--- src/rtl/wave_warp_pipe.sv ---
// wave_warp_pipe: 3-stage row-dependent horizontal warp with per-frame mode/amp shadows.
// Build with WAVE_ANIMATE_EN defined to add a per-frame row phase that scrolls the wave.
module wave_warp_pipe #(
    parameter int H_ACTIVE = 240,
    parameter int V_ACTIVE = 320,
    parameter int PIX_W    = 7,
    parameter int SH_OUTER = 3,
    parameter int SH_MID   = 4
) (
    input  logic             clk_in,
    input  logic             rst_in,
    input  logic             data_valid_in,
    input  logic [PIX_W-1:0] data_in,
    input  logic [10:0]      hcount_in,
    input  logic [9:0]       vcount_in,
    input  logic [1:0]       mode_in,
    input  logic [2:0]       amp_in,
    output logic             data_valid_out,
    output logic [PIX_W-1:0] pixel_out,
    output logic [10:0]      hcount_out,
    output logic [9:0]       vcount_out
);

    localparam logic [10:0]        H_ACT_U  = 11'(H_ACTIVE);
    localparam logic [10:0]        H_LAST   = 11'(H_ACTIVE - 1);
    localparam logic [9:0]         V_ACT_U  = 10'(V_ACTIVE);
    localparam logic signed [12:0] HALF_S   = 13'(V_ACTIVE / 2);
    localparam logic signed [12:0] VA_S     = 13'(V_ACTIVE);
    localparam logic signed [12:0] HA_S     = 13'(H_ACTIVE);
    localparam logic signed [12:0] DS_MAX13 = 13'(H_ACTIVE - 1);
    localparam logic signed [29:0] DS_MAX30 = 30'(H_ACTIVE - 1);

    typedef struct packed {
        logic               valid;
        logic [PIX_W-1:0]   pix;
        logic [9:0]         v;
        logic               oor;
        logic [10:0]        base;
        logic [2:0]         amp;
        logic signed [12:0] fa;
        logic signed [12:0] fb;
    } s1_t;

    typedef struct packed {
        logic               valid;
        logic [PIX_W-1:0]   pix;
        logic [9:0]         v;
        logic               oor;
        logic [10:0]        base;
        logic signed [12:0] ds;
    } s2_t;

    s1_t s1_q, s1_d;
    s2_t s2_q, s2_d;

    logic [1:0]       mode_q, mode_d;
    logic [2:0]       amp_q, amp_d;
    logic             valid_out_q, valid_out_d;
    logic [PIX_W-1:0] pixel_out_q, pixel_out_d;
    logic [10:0]      hcount_out_q, hcount_out_d;
    logic [9:0]       vcount_out_q, vcount_out_d;

    logic               frame_start;
    logic [1:0]         mode_eff;
    logic [2:0]         amp_eff;
    logic [9:0]         v_eff;
    logic               oor;
    logic signed [12:0] v_s, mid, top, bot, zig;
    logic [4:0]         zm, zt;

`ifdef WAVE_ANIMATE_EN
    localparam int PH_W = $clog2(V_ACTIVE);
    logic [PH_W-1:0] phase_q, phase_d;
    logic [10:0]     v_sum, v_wrap;
    logic            unused_vwrap;

    assign unused_vwrap = v_wrap[10];

    always_comb begin
        v_sum   = {1'b0, vcount_in} + 11'(phase_q);
        v_wrap  = (v_sum >= {1'b0, V_ACT_U}) ? v_sum - {1'b0, V_ACT_U} : v_sum;
        phase_d = phase_q;
        if (frame_start) begin
            phase_d = (phase_q == PH_W'(V_ACTIVE - 1)) ? '0 : phase_q + 1'b1;
        end
    end

    // Frame-start pixel still sees the old phase; the step shows up next frame.
    always_ff @(posedge clk_in) begin
        if (rst_in) begin
            phase_q <= '0;
        end else begin
            phase_q <= phase_d;
        end
    end

    assign v_eff = v_wrap[9:0];
`else
    assign v_eff = vcount_in;
`endif

    // Stage 1: shadow select, row terms, factor pair for the stage-2 multiply
    always_comb begin
        frame_start = data_valid_in && (hcount_in == 11'd0) && (vcount_in == 10'd0);
        mode_eff    = frame_start ? mode_in : mode_q;
        amp_eff     = frame_start ? amp_in : amp_q;
        mode_d      = mode_eff;
        amp_d       = amp_eff;
        oor         = (hcount_in >= H_ACT_U) || (vcount_in >= V_ACT_U);

        v_s = $signed({3'b000, v_eff});
        mid = (v_s - HALF_S) >>> SH_MID;
        top = (v_s - VA_S) >>> SH_OUTER;
        bot = (-v_s) >>> SH_OUTER;
        zm  = v_eff[4:0];
        zt  = (zm < 5'd16) ? zm : 5'd31 - zm;
        zig = $signed({8'b0, zt}) - 13'sd8;

        s1_d       = '0;
        s1_d.valid = data_valid_in;
        s1_d.pix   = data_in;
        s1_d.v     = vcount_in;
        s1_d.oor   = oor;
        s1_d.amp   = amp_eff;
        s1_d.base  = (!oor && mode_eff == 2'd2) ? H_LAST - hcount_in : hcount_in;
        if (!oor) begin
            unique case (mode_eff)
                2'd0: begin
                    s1_d.fa = '0;
                    s1_d.fb = '0;
                end
                2'd1, 2'd2: begin
                    s1_d.fa = mid;
                    s1_d.fb = (v_s > HALF_S) ? top : bot;
                end
                2'd3: begin
                    s1_d.fa = zig;
                    s1_d.fb = 13'sd1;
                end
            endcase
        end
    end

    logic signed [25:0] prod;
    logic signed [29:0] prod_w, amp_w, scaled, shifted;

    // Stage 2: offset, gain in quarters, clamp
    always_comb begin
        prod    = $signed(s1_q.fa) * $signed(s1_q.fb);
        prod_w  = {{4{prod[25]}}, prod};
        amp_w   = {27'b0, s1_q.amp};
        scaled  = prod_w * amp_w;
        shifted = scaled >>> 2;

        s2_d       = '0;
        s2_d.valid = s1_q.valid;
        s2_d.pix   = s1_q.pix;
        s2_d.v     = s1_q.v;
        s2_d.oor   = s1_q.oor;
        s2_d.base  = s1_q.base;
        if (shifted > DS_MAX30) begin
            s2_d.ds = DS_MAX13;
        end else if (shifted < -DS_MAX30) begin
            s2_d.ds = -DS_MAX13;
        end else begin
            s2_d.ds = shifted[12:0];
        end
    end

    logic signed [12:0] x, x_w;
    logic [1:0]         unused_x;

    assign unused_x = x_w[12:11];

    // Stage 3: add and wrap; idle outputs are forced to zero
    always_comb begin
        x = $signed({2'b00, s2_q.base}) + $signed(s2_q.ds);
        if (x >= HA_S) begin
            x_w = x - HA_S;
        end else if (x < 13'sd0) begin
            x_w = x + HA_S;
        end else begin
            x_w = x;
        end

        valid_out_d  = s2_q.valid;
        pixel_out_d  = '0;
        hcount_out_d = '0;
        vcount_out_d = '0;
        if (s2_q.valid) begin
            pixel_out_d  = s2_q.pix;
            vcount_out_d = s2_q.v;
            hcount_out_d = s2_q.oor ? s2_q.base : x_w[10:0];
        end
    end

    always_ff @(posedge clk_in) begin
        if (rst_in) begin
            mode_q       <= 2'd0;
            amp_q        <= 3'd4;
            s1_q         <= '0;
            s2_q         <= '0;
            valid_out_q  <= 1'b0;
            pixel_out_q  <= '0;
            hcount_out_q <= '0;
            vcount_out_q <= '0;
        end else begin
            mode_q       <= mode_d;
            amp_q        <= amp_d;
            s1_q         <= s1_d;
            s2_q         <= s2_d;
            valid_out_q  <= valid_out_d;
            pixel_out_q  <= pixel_out_d;
            hcount_out_q <= hcount_out_d;
            vcount_out_q <= vcount_out_d;
        end
    end

    assign data_valid_out = valid_out_q;
    assign pixel_out      = pixel_out_q;
    assign hcount_out     = hcount_out_q;
    assign vcount_out     = vcount_out_q;

endmodule
--- config.mk ---
export PLATFORM = sky130hd
export DESIGN_NAME = wave_warp_pipe
export DESIGN_NICKNAME = d
export VERILOG_FILES = /design/src/rtl/wave_warp_pipe.sv
export SDC_FILE = /design/constraint.sdc
export NUM_CORES = 1
export LEC_CHECK = 0
export BUFFER_PORTS_ARGS = -buffer_cell sky130_fd_sc_hd__buf_4
export CAP_MARGIN = 40
export CORE_AREA = 2 2 166 168
export CTS_CLUSTER_DIAMETER = 120
export CTS_CLUSTER_SIZE = 10
export DETAILED_ROUTE_END_ITERATION = 6
export DIE_AREA = 0 0 168 170
export PLACE_DENSITY = 0.77
export SYNTH_ARGS = -nofsm -noshare
export SYNTH_HDL_FRONTEND = slang
export SYNTH_SLANG_ARGS = --single-unit
--- constraint.sdc ---
create_clock -name clk_in -period 20.8 [get_ports clk_in]
set_input_delay 1.04 -clock clk_in [delete_from_list [all_inputs] [get_ports clk_in]]
set_output_delay 1.04 -clock clk_in [all_outputs]
set_load 0.005 [all_outputs]
==> run summary, run 1 <==
Core area: 26,700 µm²
Worst slew pin tran: 926 ps
Routed Antenna Nets: 0
Die Y: 170 µm
Fmax: 0.102 GHz
Sequential area share after synthesis: 19.0%
Hold slack: 420 ps
Reg-to-Reg Start: s1_q[24]
Resized Gates After CTS: 0
Syn Std Cell Area: 13,100 µm²
Design area: 14,500 µm²
Width of the die: 168 µm
RSZ-0062 raised after global routing: no
CP Max Fanout: 11
Crit-path slowest cell: fa_1
CP endpoint kind: flop
Post-CTS Hold Fix Bufs: 0
Hold path depth: 1
Filler cell count: 2,297
Leak pwr: 0.00732 µW
Hold crit path type: flop to flop
Post-Syn Instances: 1,516
Worst slack, placed: 11,070 ps
H-tree depth: 4
Nets: 1,879
Final core occ: 54.5%
Syn Nets: 1,834
Wire per inst: 14.8 µm
Final hold violations: 0
CTS tree: done
Cell taking the most area after synthesis: fa_1
Hold Path Sink: vcount_out[0]
Top Ports: 65
Vias in the first global route: 10,400
Num rows: 60
Worst setup margin: 10,970 ps
Critical path class: flop to flop
Top cells by area, synth: fa_1 (20%), dfxtp_1 (19%), ha_1 (14%), inv_1 (7.2%), and2_1 (5.0%)
Ys async rst share: 0%
Arr. time, crit path: 10,100 ps
Number of synthesized flops with an enable pin: 0
R2R cell count: 33
Area delta synth->final: 10.4%
Count leader, synth: inv_1
Status: finished clean
Cts bufs inserted: 17
TritonRoute pass-1 iters: 5
Max incr delay on CP: 610 ps
Layout cell share with drive strength beyond 1: 8.01%
Placer Congestion: 0.905
Yosys reg bits: 125
DP Area: 13,900 µm²
Largest net degree at the start of global routing: 77
Reg2reg end: s2_q[2]
Worst min-delay path startpoint: s2_q[25]
Endpoints failing setup: 0
Pwr/cell area: 42.2 nW/µm²
Insertion delay to the later sink of the worst-skew pair: 410 ps
Synth warn: 0
CTS clock-pin slew for the worst setup and hold paths: 60 ps
Top cells by count, synth: inv_1 (252), ha_1 (152), fa_1 (130)
Postcts setup bufs: 0
Clock Tree Root: clkbuf_16
First-pass GRT wire length: 48,100 µm
CTS Sinks: 125
N_diodes: 0
Initial Util: 49.3%
R2R Setup Slk: 10,970 ps
Clock Tree Buf Depth: 2
WP data required: 21,070 ps
Peak supply drop: 0.0542 mV
Die area: 28,600 µm²
Clock Skew: 9.66 ps
Final Max Slew Viols: 0
Number of DRC markers in iteration 0: 702
Crit path from: s1_q[24]
Netlist cell types: 79
Setup TNS: 0 ps
Vias: 10,300
Total Routing Usage GR: 20.2%
Crit share post-route: 47.2%
Final wirelength: 28,300 µm
Slew headroom: 37.8%
Initial antenna violation count: 0
Yosys top cell area share: 19.8%
GRT overflow: 0
Total of max-cap violations: 0
DP HPWL: 22,700 µm
Startpoint types: flop
Most common cell on crit path: fa_1
Number of port buffers: 64
DRC viols: 0
Avg Cell Area, Syn: 8.67 µm²
Tmin final: 9830 ps
Primary FF master, synth: dfxtp_1
Vias per cell: 5.39
-- per-layer routing --
layer	vias up	wire length [µm]	global-route usage [%]
met5	-	0	0
met4	0	819	6.43
met3	60	887	2.74
met2	244	13800	35.5
met1	4938	12800	25.8
li1	5071	-	-
-- metrics by stage --
step	std cells	total power (µW)
2_1_floorplan	1516	272
3_3_place_gp	1883	282
3_5_place_dp	1883	284
4_1_cts	1915	613
5_1_grt	1915	631
6_report	1915	612
-- cell families (layout without fill, tap and decap cells) --
logic type,after synthesis,in the layout,share of synthesized area (%)
AO/OA/AOI/OAI,236,236,12.1
XOR/XNOR,60,60,4.06
adder cells (fa/ha/maj),282,282,34.3
buffers and inverters,293,351,8.83
flip-flops,125,125,19.0
multiplexers,12,12,0.914
AND/OR/NAND/NOR,508,508,20.8
-- layout by cell type (no fill, tap or decap), types with 26 or more instances in the layout --
cell     instances
fa_1           130
nand2_1         93
inv_1          252
nor2b_1         67
dfxtp_1        125
and2_1         105
nand3_1         26
xnor2_1         40
o21ai_0         50
a21oi_1         56
ha_1           152
buf_4           66
nor2_1          81
nor3_1          37
-- worst max-delay path: cells and delay by family, from the launching register on --
kind / cells / cell delay, ps
AOI/OAI and AO/OA: 11 / 2310
and+or+nand+nor: 7 / 1910
DFF: 1 / 390
buffers and inverters: 4 / 400
adders and majority gates: 10 / 4510
xor gates and xnor gates: 1 / 180
-- final cells by class --
class / instances / area [µm²] / area share, %
Multi-Input combinational cell: 1098 / 9480 / 65.3
Timing Repair Buffer: 66 / 495 / 3.41
Clock inverter: 14 / 230 / 1.59
Clock buffer: 18 / 429 / 2.96
Tap cell: 341 / 427 / 2.94
Sequential cell: 125 / 2500 / 17.2
Inverter: 253 / 950 / 6.54
-- how the worst max path moves through the flow --
stage	endpoint	slack, ps	cells after the start
4_1_cts	s2_q[2]	11020	33
2_1_floorplan	s2_q[2]	11700	36
6_report	s2_q[2]	10970	33
3_5_place_dp	s2_q[2]	11070	33
5_1_grt	s2_q[2]	10120	33
3_3_place_gp	s2_q[2]	11260	34
-- flip-flops by register name, indices dropped and copies added, names as in the netlist --
register and count:
vcount_out 10, valid_out_d 1, s1_q 47, s2_q 42, amp_w 3, hcount_out 11, pixel_out 7, mode_q 2
data_valid_out 1, amp_q 1
-- power by group --
part	leakage (µW)	internal [µW]	switching, µW
logic	0.00598	14.3	16.6
registers	0.00102	245	2.83
clock network	0.000318	216	117
total	0.00732	476	136
Power figures use the tool's default switching activity.
==> inputs of run 2 (changes only) <==
Clock period 20.8 ns to 9.8 ns, I/O delays scaled along.
==> run 2 against run 1 <==
  * Hold slack lost 140 ps
  * Final cell count grew 0.47%
  * Die area is the same
  * Register-to-register slack lost 11000 ps
  * Flip-flop and latch count is the same
  * Clock power grew 95%
  * Global-route usage shrank 0.13 points
  * Sequential power grew 110%
  * Via count shrank 0.24%
  * Largest cell class unchanged
==> run summary, run 2 (synthesis gave the netlist of run 1 again) <==
Post-CTS Hold Fix Bufs: 0
Final wirelength: 28,300 µm
Routed Antenna Nets: 0
Endpoints failing setup: 0
Die area: 28,600 µm²
Startpoint types: flop
Seq pwr share: 42.4%
Clock Tree Root: clkbuf_16
Initial antenna violation count: 0
Peak supply drop: 0.100 mV
N_diodes: 0
GRT overflow: 0
Number of port buffers: 64
Vias: 10,300
Crit-path slowest cell: or4b_1
Met2 GRT Util: 35.5%
First-pass GRT wire length: 47,500 µm
Biggest register: s1_q
Initial Util: 49.3%
M3 GR Usage: 2.77%
Wire per inst: 14.7 µm
Sw Pwr: 286 µW
TritonRoute pass-1 iters: 5
Largest net degree at the start of global routing: 77
CTS clock-pin slew for the worst setup and hold paths: 60 ps
Insertion delay to the later sink of the worst-skew pair: 420 ps
Layout cell share with drive strength beyond 1: 9.67%
Core area: 26,700 µm²
Int Pwr: 957 µW
Largest register FFs: 47
Most common cell on crit path: inv_1
Crit share post-route: 95.7%
Critical path class: flop to flop
Final Max Slew Viols: 0
DP HPWL: 22,700 µm
CP Max Fanout: 14
Met1 usage: 25.5%
Width of the die: 168 µm
Slew headroom: 40.1%
Part of the power in combinational logic: 5.3%
Total of max-cap violations: 0
Clock Tree Buf Depth: 2
Worst slew pin tran: 898 ps
Commonest non-fill, non-tap cell in the layout: inv_1
H-tree depth: 4
Pwr/cell area: 84.9 nW/µm²
Leak pwr: 0.00734 µW
Vias per cell: 5.35
Most frequent cells in the layout: inv_1 (251), ha_1 (146), fa_1 (130)
Fmax: 0.107 GHz
Final hold violations: 0
Vias in the first global route: 10,300
Nets: 1,888
Max incr delay on CP: 560 ps
Total Routing Usage GR: 20.1%
Area delta synth->final: 11.5%
CTS tree: done
Final Total Pwr: 1240 µW
WP data required: 10,060 ps
Hold crit path type: primary input to flop
Clock Skew: 15.5 ps
DRC viols: 0
Clock Power Share: 52.3%
Num rows: 60
Most Used Layer, Global Route: met2
RSZ-0062 raised after global routing: yes
Number of DRC markers in iteration 0: 618
Die Y: 170 µm
Hold slack: 280 ps
Tmin final: 9380 ps
CP endpoint kind: flop
Placer Congestion: 0.902
Cts bufs inserted: 17
Status: finished clean
Arr. time, crit path: 9640 ps
CTS Sinks: 125
Switching Share: 23.0%
Top Ports: 65
==> run 2: cell count changes in the layout (fill, tap and decap cells not counted), sizes merged <==
cell and change:
buf +9, inv -1, clkinvlp +1, clkinv +2
bufinv -2
==> run 2: critical path: cells and delay by family, from the launching register on <==
family          cells  cell delay [ps]
compound gates     11             1960
xor+xnor            1              180
fa+ha+maj          11             4240
buf+inv             6              280
flops               1              420
simple gates        8             2120
==> run 2: power groups by stage <==
stage                     clock (µW)  sequential (µW)  combinational [µW]
final                            651              527                65.8
after detailed placement           0              538                63.6
after global placement             0              537                62.2
after floorplan                    0              535                41.5
after global routing             682              528                72.2
after CTS                        656              527                65.1
==> run 2: what timing repair did <==
item                                    CTS  global route
gates resized for setup                   0            27
hold endpoints to repair                  0             0
endpoints found under the setup margin    0             8
setup buffers                             0             2
==> run 2: final timing paths <==
kind	start	end	slack, ps	cells past startpoint
max	s1_q[17]	s2_q[0]	420	37
min	data_in[6]	s1_q[57]	280	2
max reg2reg	s1_q[17]	s2_q[0]	420	37
min reg2reg	s2_q[38]	pixel_out[3]	420	1
==> run 2: routing by layer <==
metal | part of all wire [%] | routed length, µm | vias up
met2 | 49 | 13900 | 267
met5 | 0 | 0 | -
met3 | 4.2 | 1180 | 57
li1 | - | - | 5116
met4 | 2.5 | 694 | 0
met1 | 44 | 12500 | 4848
==> run 2: final cells by class <==
class	count	area [µm²]
clock buffer	18	429
clock inverter	14	183
sequential	125	2500
inverter	253	953
multi-input combinational	1098	9600
fill	2277	12000
timing repair buffer	75	561
tap	341	427
==> run 2: metrics by stage <==
| step | cell area (µm²) | util, % | cells | worst slack [ps] | setup TNS [ps] |
|---|---|---|---|---|---|
| 2_1_floorplan | 13100 | - | 1516 | 705 | 0 |
| 3_3_place_gp | 13900 | 52.2 | 1889 | 386 | 0 |
| 3_5_place_dp | 13900 | 52.2 | 1889 | 161 | 0 |
| 4_1_cts | 14500 | 54.4 | 1921 | 140 | 0 |
| 5_1_grt | 14700 | 55.0 | 1924 | -6.04 | -13.7 |
| 6_report | 14700 | 55.0 | 1924 | 422 | 0 |
==> inputs of run 3 (changes only) <==
Settings changed: REMOVE_ABC_BUFFERS set to 1.
==> run 3 against run 2 <==
  * Die area unchanged
  * Register-to-register slack got worse by 110 ps
  * Cell area grew 0.66%
  * Count of clock-buffer cells in the layout stayed put
  * Sequential power about the same
  * Final cell count grew 0.31%
  * Fmax down 1.1%
  * Global-route usage is 0.41 points lower
  * Critical path depth down 4
  * Combinational power fell by 2%
  * Power is 1.3% lower
  * Critical path type unchanged
  * Highest routed layer unchanged
==> run summary, run 3 (synthesis gave the netlist of run 1 again) <==
Arr. time, crit path: 9750 ps
Met2 wire len: 14,200 µm
DP HPWL: 22,600 µm
DR top layer: met4
Met1 WL: 13,100 µm
TritonRoute pass-1 iters: 6
Critical path class: flop to flop
Endpoints failing setup: 0
CTS tree: done
Core area: 26,700 µm²
CP endpoint kind: flop
Most common cell on crit path: fa_1
Fmax: 0.105 GHz
Final hold violations: 0
Die area: 28,600 µm²
Reg-to-Reg Start: s1_q[1]
Part of the power in combinational logic: 5.3%
Worst min-delay path startpoint: data_in[3]
Design area: 14,800 µm²
Num rows: 60
Width of the die: 168 µm
Biggest register: s1_q
CTS clock-pin slew for the worst setup and hold paths: 60 ps
Cts bufs inserted: 17
CTS Sinks: 125
Clock Skew: 10.9 ps
Crit share post-route: 96.8%
CP Max Fanout: 11
GRT overflow: 0
Pwr/cell area: 83.2 nW/µm²
Initial antenna violation count: 0
Initial Util: 49.3%
Post-CTS Hold Fix Bufs: 0
Seq pwr share: 42.9%
Slew headroom: 49.6%
Hold crit path type: primary input to flop
Clock Tree Buf Depth: 2
Switching Share: 23.6%
Setup TNS: 0 ps
Max incr delay on CP: 590 ps
Peak supply drop: 0.119 mV
Number of port buffers: 64
Most frequent cells in the layout: inv_1 (251), ha_1 (147), fa_1 (129)
H-tree depth: 4
Hold slack: 287 ps
DRC viols: 0
Int Pwr: 938 µW
Total Routing Usage GR: 19.7%
Vias per cell: 5.32
Wire per inst: 14.8 µm
N_diodes: 0
First-pass GRT wire length: 46,700 µm
Vias: 10,300
Clock Tree Root: clkbuf_16
Tmin final: 9490 ps
Insertion delay to the later sink of the worst-skew pair: 410 ps
Clock Power Share: 51.8%
Worst path bufs/invs: 5
Final Max Slew Viols: 0
Status: finished clean
Final wirelength: 28,600 µm
Routed Antenna Nets: 0
Commonest non-fill, non-tap cell in the layout: inv_1
Largest net degree at the start of global routing: 78
R2R Setup Slk: 310 ps
Layout cell share with drive strength beyond 1: 10.5%
Sw Pwr: 290 µW
Vias in the first global route: 10,200
Placer Congestion: 0.909
Crit-path slowest cell: fa_1
DP Area: 13,900 µm²
Area delta synth->final: 12.3%
Largest register FFs: 47
Crit path from: s1_q[1]
Met3 wire len: 783 µm
Number of DRC markers in iteration 0: 677
Top Ports: 65
RSZ-0062 raised after global routing: yes
Leak pwr: 0.00738 µW
Startpoint types: flop
Family with the most delay on the worst path: adder cells
Final Total Pwr: 1230 µW
WP data required: 10,060 ps
Die Y: 170 µm
Total of max-cap violations: 0
Nets: 1,894
Worst slew pin tran: 750 ps
==> run 3: metrics by stage <==
stage          instances  util, %  setup WS [ps]
2_1_floorplan       1476        -            868
5_1_grt             1930     55.4          -78.0
3_3_place_gp        1890     52.2            252
6_report            1930     55.4            313
3_5_place_dp        1892     52.3           79.3
4_1_cts             1924     54.5           35.1
==> run 3: timing repair <==
action / CTS / global route
gates resized for setup: 0 / 37
setup endpoints to repair: 0 / 8
endpoints found under the hold margin: 0 / 0
buffers inserted: 0 / 6
==> run 3: path summary, 6_finish.rpt <==
check                                     end  cells after the start
worst max-delay path                  s2_q[2]                     33
worst min-delay path                 s1_q[54]                      2
worst max register to register        s2_q[2]                     33
worst min register to register  vcount_out[9]                      1
==> run 3: final cells by class <==
type	instances	area, µm²
tap	341	427
clock inverter	14	160
inverter	253	953
fill	2304	11900
sequential	125	2500
timing repair buffer	81	626
multi-input combinational	1098	9640
clock buffer	18	439
==> run 3: power groups by stage <==
stage / Combinational (µW) / Sequential (µW) / Clock [µW]
floorplan: 34.7 / 536 / 0
global placement: 62.4 / 537 / 0
detailed placement: 63.6 / 538 / 0
CTS: 64.5 / 527 / 643
global route: 71.9 / 528 / 664
finish: 64.8 / 527 / 636
==> run 3: routing by layer <==
layer  vias up  track usage, %
li1       5099               -
met1      4918            25.5
met2       202            34.8
met3        44            2.40
met4         0            5.33
met5         -               0
